`src/rtl/aux_input_debouncer.sv`:
```
// Front-panel input conditioning: 2-flop synchronizers followed by stability-count
// debounce filters for the resume button and the slide-switch vector.
module aux_input_debouncer #(
  parameter int DebounceCnt = 500000,
  parameter int SwtBit      = 16
) (
  input  logic              clk,
  input  logic              rst,
  input  logic              resume_raw,
  input  logic [SwtBit-1:0] swt_raw,
  output logic              resume_level,
  output logic              resume_pulse,
  output logic [SwtBit-1:0] swt_out,
  output logic              swt_changed
);

  localparam int CntW = $clog2(DebounceCnt);
  localparam logic [CntW-1:0] CntLast = CntW'(DebounceCnt - 1);
  localparam logic [CntW-1:0] CntOne  = CntW'(1);

  logic              resume_s1;
  logic              resume_s2;
  logic [SwtBit-1:0] swt_s1;
  logic [SwtBit-1:0] swt_s2;

  logic [CntW-1:0]   btn_cnt;
  logic [CntW-1:0]   btn_cnt_nxt;
  logic              resume_level_nxt;
  logic              resume_pulse_nxt;

  logic [CntW-1:0]   swt_cnt;
  logic [CntW-1:0]   swt_cnt_nxt;
  logic [SwtBit-1:0] swt_cand;
  logic [SwtBit-1:0] swt_cand_nxt;
  logic [SwtBit-1:0] swt_out_nxt;
  logic              swt_changed_nxt;

  // Raw inputs are asynchronous; only the second flop stage feeds the filters.
  always_ff @(posedge clk or posedge rst) begin
    if (rst) begin
      resume_s1 <= 1'b0;
      resume_s2 <= 1'b0;
      swt_s1    <= '0;
      swt_s2    <= '0;
    end else begin
      resume_s1 <= resume_raw;
      resume_s2 <= resume_s1;
      swt_s1    <= swt_raw;
      swt_s2    <= swt_s1;
    end
  end

  // Button: accept the new level after DebounceCnt consecutive mismatching samples.
  always_comb begin
    btn_cnt_nxt      = btn_cnt;
    resume_level_nxt = resume_level;
    resume_pulse_nxt = 1'b0;
    if (resume_s2 == resume_level) begin
      btn_cnt_nxt = '0;
    end else if (btn_cnt == CntLast) begin
      btn_cnt_nxt      = '0;
      resume_level_nxt = resume_s2;
      resume_pulse_nxt = resume_s2;
    end else begin
      btn_cnt_nxt = btn_cnt + CntOne;
    end
  end

  always_ff @(posedge clk or posedge rst) begin
    if (rst) begin
      btn_cnt      <= '0;
      resume_level <= 1'b0;
      resume_pulse <= 1'b0;
    end else begin
      btn_cnt      <= btn_cnt_nxt;
      resume_level <= resume_level_nxt;
      resume_pulse <= resume_pulse_nxt;
    end
  end

  // Switches: the whole vector must hold one value; any movement restarts the count.
  always_comb begin
    swt_cnt_nxt     = swt_cnt;
    swt_cand_nxt    = swt_cand;
    swt_out_nxt     = swt_out;
    swt_changed_nxt = 1'b0;
    if (swt_s2 == swt_out) begin
      swt_cnt_nxt  = '0;
      swt_cand_nxt = swt_s2;
    end else if (swt_s2 != swt_cand) begin
      swt_cnt_nxt  = '0;
      swt_cand_nxt = swt_s2;
    end else if (swt_cnt == CntLast) begin
      swt_cnt_nxt     = '0;
      swt_out_nxt     = swt_s2;
      swt_changed_nxt = 1'b1;
    end else begin
      swt_cnt_nxt = swt_cnt + CntOne;
    end
  end

  always_ff @(posedge clk or posedge rst) begin
    if (rst) begin
      swt_cnt     <= '0;
      swt_cand    <= '0;
      swt_out     <= '0;
      swt_changed <= 1'b0;
    end else begin
      swt_cnt     <= swt_cnt_nxt;
      swt_cand    <= swt_cand_nxt;
      swt_out     <= swt_out_nxt;
      swt_changed <= swt_changed_nxt;
    end
  end

endmodule

```
`config.mk`:
```
export PLATFORM = sky130hd
export DESIGN_NAME = aux_input_debouncer
export DESIGN_NICKNAME = d
export VERILOG_FILES = /design/src/rtl/aux_input_debouncer.sv
export SDC_FILE = /design/constraint.sdc
export NUM_CORES = 1
export LEC_CHECK = 0
export ABC_AREA = 1
export CORE_ASPECT_RATIO = 0.9
export CORE_MARGIN = 8
export CORE_UTILIZATION = 46
export CTS_BUF_LIST = sky130_fd_sc_hd__clkbuf_4 sky130_fd_sc_hd__clkbuf_8 sky130_fd_sc_hd__clkbuf_16
export CTS_CLUSTER_DIAMETER = 120
export CTS_CLUSTER_SIZE = 24
export DETAILED_ROUTE_END_ITERATION = 10
export GPL_TIMING_DRIVEN = 0
export HOLD_SLACK_MARGIN = 0.06
export PLACE_DENSITY = 0.62
export SLEW_MARGIN = 20
export SYNTH_ARGS = -nofsm -noshare
export SYNTH_HDL_FRONTEND = slang
export SYNTH_SLANG_ARGS = --single-unit
```
`constraint.sdc`:
```
create_clock -name clk -period 4.05 [get_ports clk]
set_input_delay 0.405 -clock clk [delete_from_list [all_inputs] [get_ports clk]]
set_output_delay 0.405 -clock clk [all_outputs]
set_load 0.005 [all_outputs]
```
; After elaboration in Yosys (flattened, before gate mapping)
; Cells that the tools add are included.
; Widths: inputs -> output; s select.
[word_totals]
register_bits = 107
wordCells = 36
[op_classes]
add_sub_neg = 2
n_eq_ne = 5
n_mux = 12
bitwise = 3
n_reduce_logical = 3
[op_table]
columns = cell, n
row1 = $mux 19, 5
row2 = $add 19x1->19 const B, 2
row3 = $eq 19x19->1 const B, 2
row4 = $mux 16, 2
row5 = $eq 16x16->1, 1
row6 = $ne 16x16->1, 1
row7 = $mux 1, 5
row8 = $not 1->1, 3
row9 = $reduce_and 3->1, 1
row10 = $reduce_and 2->1, 1
row11 = $reduce_bool 2->1, 1
row12 = $eq 1x1->1, 1

; Logic depth before layout (Yosys ltp)
; Gate-level depths: netlist of the first run.
[depth]
word_depth = 4
ltp_mapped = 11
ltp_nobuf = 10

; Worst setup path after synthesis of the first run
; Ideal clock, no wire load.
[synth_path]
path_kind = register -> register
from = register swt_cnt[0]
to = register swt_cnt[6]
setup_time_ns = 0.128
t_arrival_ns = 1.385
required_time_ns = 3.922
slack_ns = 2.537
stages_incl_launch_ff = 8
path_buffers = 1
period_less_slack_ns = 1.513
path_cell_list = dfrtp_1 -> ha_1 -> nand2_2 -> nor2_4 -> nand4_2 -> nand3_4 -> buf_12 -> nor2_4
[synth_via]
elab_chain_len = 4
elab_cells_between_ends = 5
classes_between = add/sub (1) / eq/ne (1) / mux (3)
[synth_lines]
columns = element, line
row1 = start: declaration, 31  ; logic [CntW-1:0] swt_cnt;
row2 = start signal: assignment, 109  ; swt_cnt <= swt_cnt_nxt;
row3 = $add 19x1->19 / $eq 19x19->1 (equally long branches), "98, 93"
row4 = $mux 19 (*), 93  ; end else if (swt_cnt == CntLast) begin
row5 = $mux 19 (*), 90  ; end else if (swt_s2 != swt_cand) begin
row6 = $mux 19 (*), 87  ; if (swt_s2 == swt_out) begin
row7 = net swt_cnt_nxt[6], 32  ; logic [CntW-1:0] swt_cnt_nxt;
; The timed path passes the listed nets; every way through them passes the cells marked *.
; A chain may end at the register's enable or synchronous reset.

; Final worst setup path of the first run
[layout_path]
from = register swt_cnt[0]
to = register swt_out[4]
[layout_via]
elab_chain_len = 2
[layout_lines]
columns = element, line
row1 = $eq 19x19->1, 93
row2 = $reduce_and 3->1 (no line), n/a
row3 = end signal: assignment, 111  ; swt_out <= swt_out_nxt;
row4 = end: declaration, 13  ; output logic [SwtBit-1:0] swt_out,
; Every way passes these cells.

==> results.sh, run 1 <==
export IMPL_syn_inst=552
export IMPL_area_growth_pct=17.0
export IMPL_io_pins=38
export IMPL_total_power_w=0.00202
export IMPL_drt_iter0_markers=248
export IMPL_start_util_pct=46.5
export IMPL_fin_cells=738
export IMPL_first_pass_iters=4
export IMPL_setup_violations=0
export IMPL_grt_max_degree=79
export IMPL_async_flop_share_pct=100
export IMPL_grt_antenna_before_repair=0
export IMPL_fmax_mhz=586
export IMPL_ys_seq_elements=107
export IMPL_drt_drc_violations_left=0
export IMPL_cts_setup_buffers=0
export IMPL_final_antenna_net_count=0
export IMPL_synthSimpleGateAreaFrac_pct=30.7
export IMPL_grt_pass1_vias=3488
export IMPL_cts_tree="done"
export IMPL_die_w_um=126
export IMPL_synthTopCellsByArea="dfrtp_1 54%, nand2_1 10%, nor2_1 5.4%"
export IMPL_place_ws_ps=2360
export IMPL_grt_pass1_wl_um=16300
export IMPL_comb_power_share_pct=4.4
export IMPL_via_per_inst=4.78
export IMPL_cts_resized=0
export IMPL_status="completed"
export IMPL_p_int_w=0.00159
export IMPL_gp_congestion=0.860
export IMPL_rows=36
export IMPL_finalHoldViolations=0
export IMPL_wl_per_cell_um=12.7
export IMPL_ctsHtreeMaxLevel=3
export IMPL_synth_cell_type_count=35
export IMPL_avgSynthCellArea_sq_um=9.00
export IMPL_setup_ws_ps=2340
export IMPL_sw_frac_of_total_pct=21.4
export IMPL_fin_nets=622
export IMPL_slew_violations=0
export IMPL_worstMarginPinSlew_ps=374
export IMPL_cellPowerDensity_mw_per_mm2=348
export IMPL_yosysTopAreaCell="dfrtp_1"
export IMPL_synth_flop_cell="dfrtp_1"
export IMPL_clock_latency_ps=350
export IMPL_clock_path_buffers=2
export IMPL_p_leak_nw=2.63
export IMPL_yosysWarnings=0
export IMPL_path_class="flop to flop"
export IMPL_synth_top_area_share_pct=53.9
export IMPL_fin_util_pct=54.4
export IMPL_seqPwrFrac_pct=55.3
export IMPL_cts_sinks=107
export IMPL_dp_cells=723
export IMPL_start_kind="flop"
export IMPL_fin_crit_sh_pct=42.1
export IMPL_port_buffers=37
export IMPL_final_layout_size_suffix_gt1_share_pct=11.9
export IMPL_synth_xor_area_share_pct=5.11
export IMPL_critPathArrivalTime_ps=1950
export IMPL_clk_pin_slew_ps=60
export IMPL_cts_root_buffer="clkbuf_16"
export IMPL_ir_drop_mv=0.205
export IMPL_maxCapViolCount=0
export IMPL_synth_compound_area_share_pct=1.74
export IMPL_vias=3529
export IMPL_core_area_sq_mm=0.0107
export IMPL_p_switching_w=0.000432
export IMPL_synthAdderAreaFrac_pct=0.504
export IMPL_synth_seq_area_share_pct=53.9
export IMPL_fin_crit_ps=1710
export IMPL_syn_num_nets=573
export IMPL_num_antenna_cells=0
export IMPL_cts_buffers=9
export IMPL_die_area_sq_mm=0.0144
export IMPL_grt_usage_pct=14.2
export IMPL_rsz0062_at_grt="false"
export IMPL_hold_path_class="flop to flop"
export IMPL_clkPwrFrac_pct=40.3
export IMPL_fin_skew_ps=6.70
export IMPL_place_detailed_hpwl_um=6690
export IMPL_holdBufCountCts=0
export IMPL_syn_cell_area_sq_mm=0.00497
export IMPL_critPathMaxFanout=10
export IMPL_required_ps=4290
export IMPL_wl_um=9340
export IMPL_overflow=0
export IMPL_synth_top_family_by_area="simple AND/OR/NAND/NOR gates"
export IMPL_slew_headroom_pct=74.8
export IMPL_die_h_um=115
export IMPL_synthMuxAreaShare_pct=0
export IMPL_synth_edff_count=0
export IMPL_end_kind="flop"
## path summary, 6_finish.rpt
kind	slack, ps	cells after the start	endpoint	startpoint
worst max-delay path	2340	9	swt_out[4]	swt_cnt[0]
worst max register to register	2340	9	swt_out[4]	swt_cnt[0]
max in group asynchronous	2980	3	swt_s1[6]	rst
worst min register to register	350	0	swt_s2[12]	swt_s1[12]
min in group asynchronous	410	2	resume_s2	rst
worst min-delay path	350	0	swt_s2[12]	swt_s1[12]
## cell type report
class / instances / area, sq um
Multi-Input combinational cell: 351 / 1890
Fill cell: 991 / 4860
Buffer: 24 / 139
Timing Repair Buffer: 38 / 398
Clock buffer: 13 / 262
Sequential cell: 107 / 2680
Clock inverter: 2 / 12.5
Tap cell: 133 / 166
Inverter: 70 / 268
## sequential cells by signal, indices dropped and copies added, names as in the netlist
signal,count
swt_s2,16
btn_cnt,19
swt_out,16
resume_s2,1
resume_pulse,1
swt_s1,16
resume_s1,1
swt_cnt,19
resume_level,1
swt_changed,1
swt_cand,16
## logic make-up after synthesis
| family | after synthesis |
|---|---|
| buf+inv | 94 |
| simple gates | 304 |
| fa+ha+maj | 2 |
| xor+xnor | 29 |
| flops | 107 |
| compound gates | 16 |
## per-stage QoR
stage / cell area, sq um / TNS (ps) / hold slack (ps)
floorplan: 4970 / 0 / 331
global placement: 5500 / -76540 / 332
detailed placement: 5540 / 0 / 335
CTS: 5810 / 0 / 349
global route: 5810 / 0 / 350
finish: 5810 / 0 / 348
## power groups by stage
stage               combinational [W]  clock [W]  sequential (W)
floorplan                   0.0000567          0         0.00113
global placement            0.0000852          0         0.00114
detailed placement          0.0000911          0         0.00114
CTS                         0.0000917   0.000847         0.00112
global route                 0.000102   0.000886         0.00112
finish                      0.0000884   0.000815         0.00112
## metal layers
metal	wire (um)	global-route usage [%]	up-vias
li1	-	-	1814
met4	163	5.27	0
met5	0	0	-
met3	464	4.98	16
met2	4230	22.1	55
met1	4480	17.8	1644
## synth_stat cells, drive strengths merged, types with 3 or more instances
master / instances
xor2: 14
nand4: 35
a21oi: 5
o21ai: 9
nor3: 10
nand3: 18
buf: 10
xnor2: 15
dfrtp: 107
inv: 69
nand2: 141
nor4: 3
clkbuf: 14
nor2: 94
## cells in the final DEF, fill, tap and decap left out, drive strengths merged, types with 11 or more instances in the layout
| cell | synthesis | layout |
|---|---|---|
| buf | 10 | 11 |
| clkbuf | 14 | 27 |
| clkdlybuf4s50 | 0 | 37 |
| dfrtp | 107 | 107 |
| inv | 69 | 69 |
| nand2 | 141 | 141 |
| nand3 | 18 | 18 |
| nand4 | 35 | 35 |
| nor2 | 94 | 94 |
| xnor2 | 15 | 15 |
| xor2 | 14 | 14 |
## critical path, stage by stage (launching register included)
cell,delay [ps]
dfrtp_1,390
ha_1,240
nand3_1,140
nor2_1,140
nand2_1,90
nor2_1,180
nand3_4,140
buf_6,170
nand2_1,50
nand2_1,50
Power figures use the tool's default switching activity.
==> run 2: changes to the inputs <==
clock period = 1.65 ns   (was 4.05 ns; I/O delays follow)
==> run 2 against run 1 <==
Net effect:
- worst hold slack lost 180 ps
- maximum frequency is 7.0% higher
- critical path depth down 1
- clock skew about the same
- combinational power grew to 2.9 times the previous value
- first-iteration DRC count increased by 40%
- via count rose by 5.0%
- sequential share of layout area is 2.5 points lower
- global-route usage up 0.81 points
- design area rose by 6.1%
- final cell count rose by 2.8%
- highest routed layer unchanged
==> results.sh, run 2 (synthesis gave the netlist of run 1 again) <==
export IMPL_slew_headroom_pct=70.5
export IMPL_cts_buffers=9
export IMPL_fin_nets=642
export IMPL_clk_pin_slew_ps=70
export IMPL_drt_iter0_markers=346
export IMPL_port_buffers=37
export IMPL_setup_violations=0
export IMPL_cts_sinks=107
export IMPL_rows=36
export IMPL_critPathMaxFanout=7
export IMPL_first_pass_iters=4
export IMPL_fin_util_pct=57.7
export IMPL_gp_congestion=0.864
export IMPL_hold_ws_ps=170
export IMPL_core_area_sq_mm=0.0107
export IMPL_total_power_w=0.00501
export IMPL_wl_um=9990
export IMPL_critical_path_max_stage_delay_ps=440
export IMPL_worstMarginPinSlew_ps=442
export IMPL_final_antenna_net_count=0
export IMPL_final_common_cell="nand2_1"
export IMPL_p_leak_nw=2.77
export IMPL_grt_usage_pct=15.0
export IMPL_die_w_um=126
export IMPL_crit_family="simple AND/OR/NAND/NOR gates"
export IMPL_dp_cells=726
export IMPL_status="completed"
export IMPL_fin_crit_ps=1600
export IMPL_ctsHtreeMaxLevel=3
export IMPL_io_pins=38
export IMPL_hold_path_class="input port to asynchronous set/reset pin"
export IMPL_cp_slowest_cell="dfrtp_2"
export IMPL_holdBufCountCts=0
export IMPL_num_antenna_cells=0
export IMPL_clock_path_buffers=2
export IMPL_area_growth_pct=24.1
export IMPL_setup_tns_ps=0
export IMPL_vias=3707
export IMPL_start_kind="flop"
export IMPL_cellPowerDensity_mw_per_mm2=813
export IMPL_fmax_mhz=627
export IMPL_overflow=0
export IMPL_critPathArrivalTime_ps=1890
export IMPL_start_util_pct=46.5
export IMPL_cts_root_buffer="clkbuf_16"
export IMPL_worst_path_buf_inv=1
export IMPL_grt_max_degree=32
export IMPL_final_cell_mix="130 x nand2_1, 100 x dfrtp_1, 68 x nor2_1"
export IMPL_rsz0062_at_grt="true"
export IMPL_fin_cells=759
export IMPL_fin_crit_sh_pct=96.7
export IMPL_via_per_inst=4.88
export IMPL_grt_pass1_wl_um=17200
export IMPL_grt_antenna_before_repair=0
export IMPL_grt_pass1_vias=3641
export IMPL_drt_drc_violations_left=0
export IMPL_required_ps=1940
export IMPL_critical_path_cell_chain="xnor2_1 -> nand2_1 -> nor2_2 -> nand2_2 -> nor2_8 -> nand3_4 -> clkbuf_16 -> nor2_4"
export IMPL_place_detailed_hpwl_um=6950
export IMPL_end_kind="flop"
export IMPL_slew_violations=0
export IMPL_die_h_um=115
export IMPL_final_layout_size_suffix_gt1_share_pct=18.5
export IMPL_fin_skew_ps=6.86
export IMPL_clock_latency_ps=360
export IMPL_maxCapViolCount=0
export IMPL_ir_drop_mv=0.495
export IMPL_wl_per_cell_um=13.2
export IMPL_finalHoldViolations=0
export IMPL_die_area_sq_mm=0.0144
export IMPL_top_regs="btn_cnt (19), swt_cnt (19)"
export IMPL_cts_tree="done"
export IMPL_path_class="flop to flop"
[run 2: cell types whose count changed in the layout (fill, tap and decap cells not counted), moves of 3 or more]
cell / previous run / this run
nand2_1: 135 / 130
nor2_1: 72 / 68
buf_2: 5 / 2
dfrtp_2: 0 / 7
xnor2_1: 15 / 11
dfrtp_1: 107 / 100
buf_4: 1 / 19
nand2_2: 6 / 9
xnor2_2: 0 / 4
[run 2: metal layers]
| layer | vias up | wire length [um] | global-route usage, % |
|---|---|---|---|
| met3 | 15 | 477 | 4.28 |
| met4 | 0 | 151 | 6.32 |
| met2 | 63 | 4670 | 23.7 |
| met5 | - | 0 | 0 |
| met1 | 1778 | 4700 | 18.9 |
| li1 | 1851 | - | - |
[run 2: what timing repair did]
action | CTS | global route
pin swaps | 4 | 14
cloned | 0 | 1
setup endpoints to repair | 27 | 43
buffers inserted | 3 | 13
gates resized for setup | 7 | 32
[run 2: stage by stage]
step | worst slack [ps] | instance area [sq um]
floorplan | 137 | 4970
global placement | -865 | 5510
detailed placement | -72.8 | 5610
CTS | 9.37 | 5940
global route | -78.5 | 6160
finish | 54.7 | 6160
[run 2: final timing paths]
kind / startpoint / endpoint / slack (ps) / cells past startpoint
worst max-delay path: swt_s2[0] / swt_cnt[5] / 50 / 8
worst min-delay path: rst / swt_cnt[14] / 170 / 2
worst max register to register: swt_s2[0] / swt_cnt[5] / 50 / 8
worst min register to register: swt_s1[1] / swt_s2[1] / 350 / 0
max in group asynchronous: rst / swt_s2[4] / 450 / 6
min in group clk: swt_raw[4] / swt_s1[4] / 240 / 1
[run 2: report_power, final]
group,switching (W),internal (W),total [W]
clock,0.000958,0.00105,0.00201
sequential,0.0000556,0.00269,0.00275
combinational,0.000126,0.000133,0.000259
[run 2: worst reg2reg max path: stages, from the launching register on]
cell,delay (ps)
dfrtp_2,440
xnor2_1,140
nand2_1,70
nor2_2,150
nand2_2,110
nor2_8,170
nand3_4,160
clkbuf_16,220
nor2_4,70
[run 2: cell type report]
| type | count | area (sq um) |
|---|---|---|
| Timing Repair Buffer | 58 | 622 |
| Tap cell | 133 | 166 |
| Multi-Input combinational cell | 351 | 2000 |
| Inverter | 70 | 269 |
| Buffer | 24 | 146 |
| Clock buffer | 11 | 240 |
| Sequential cell | 107 | 2690 |
| Clock inverter | 5 | 30.0 |
| Fill cell | 930 | 4510 |
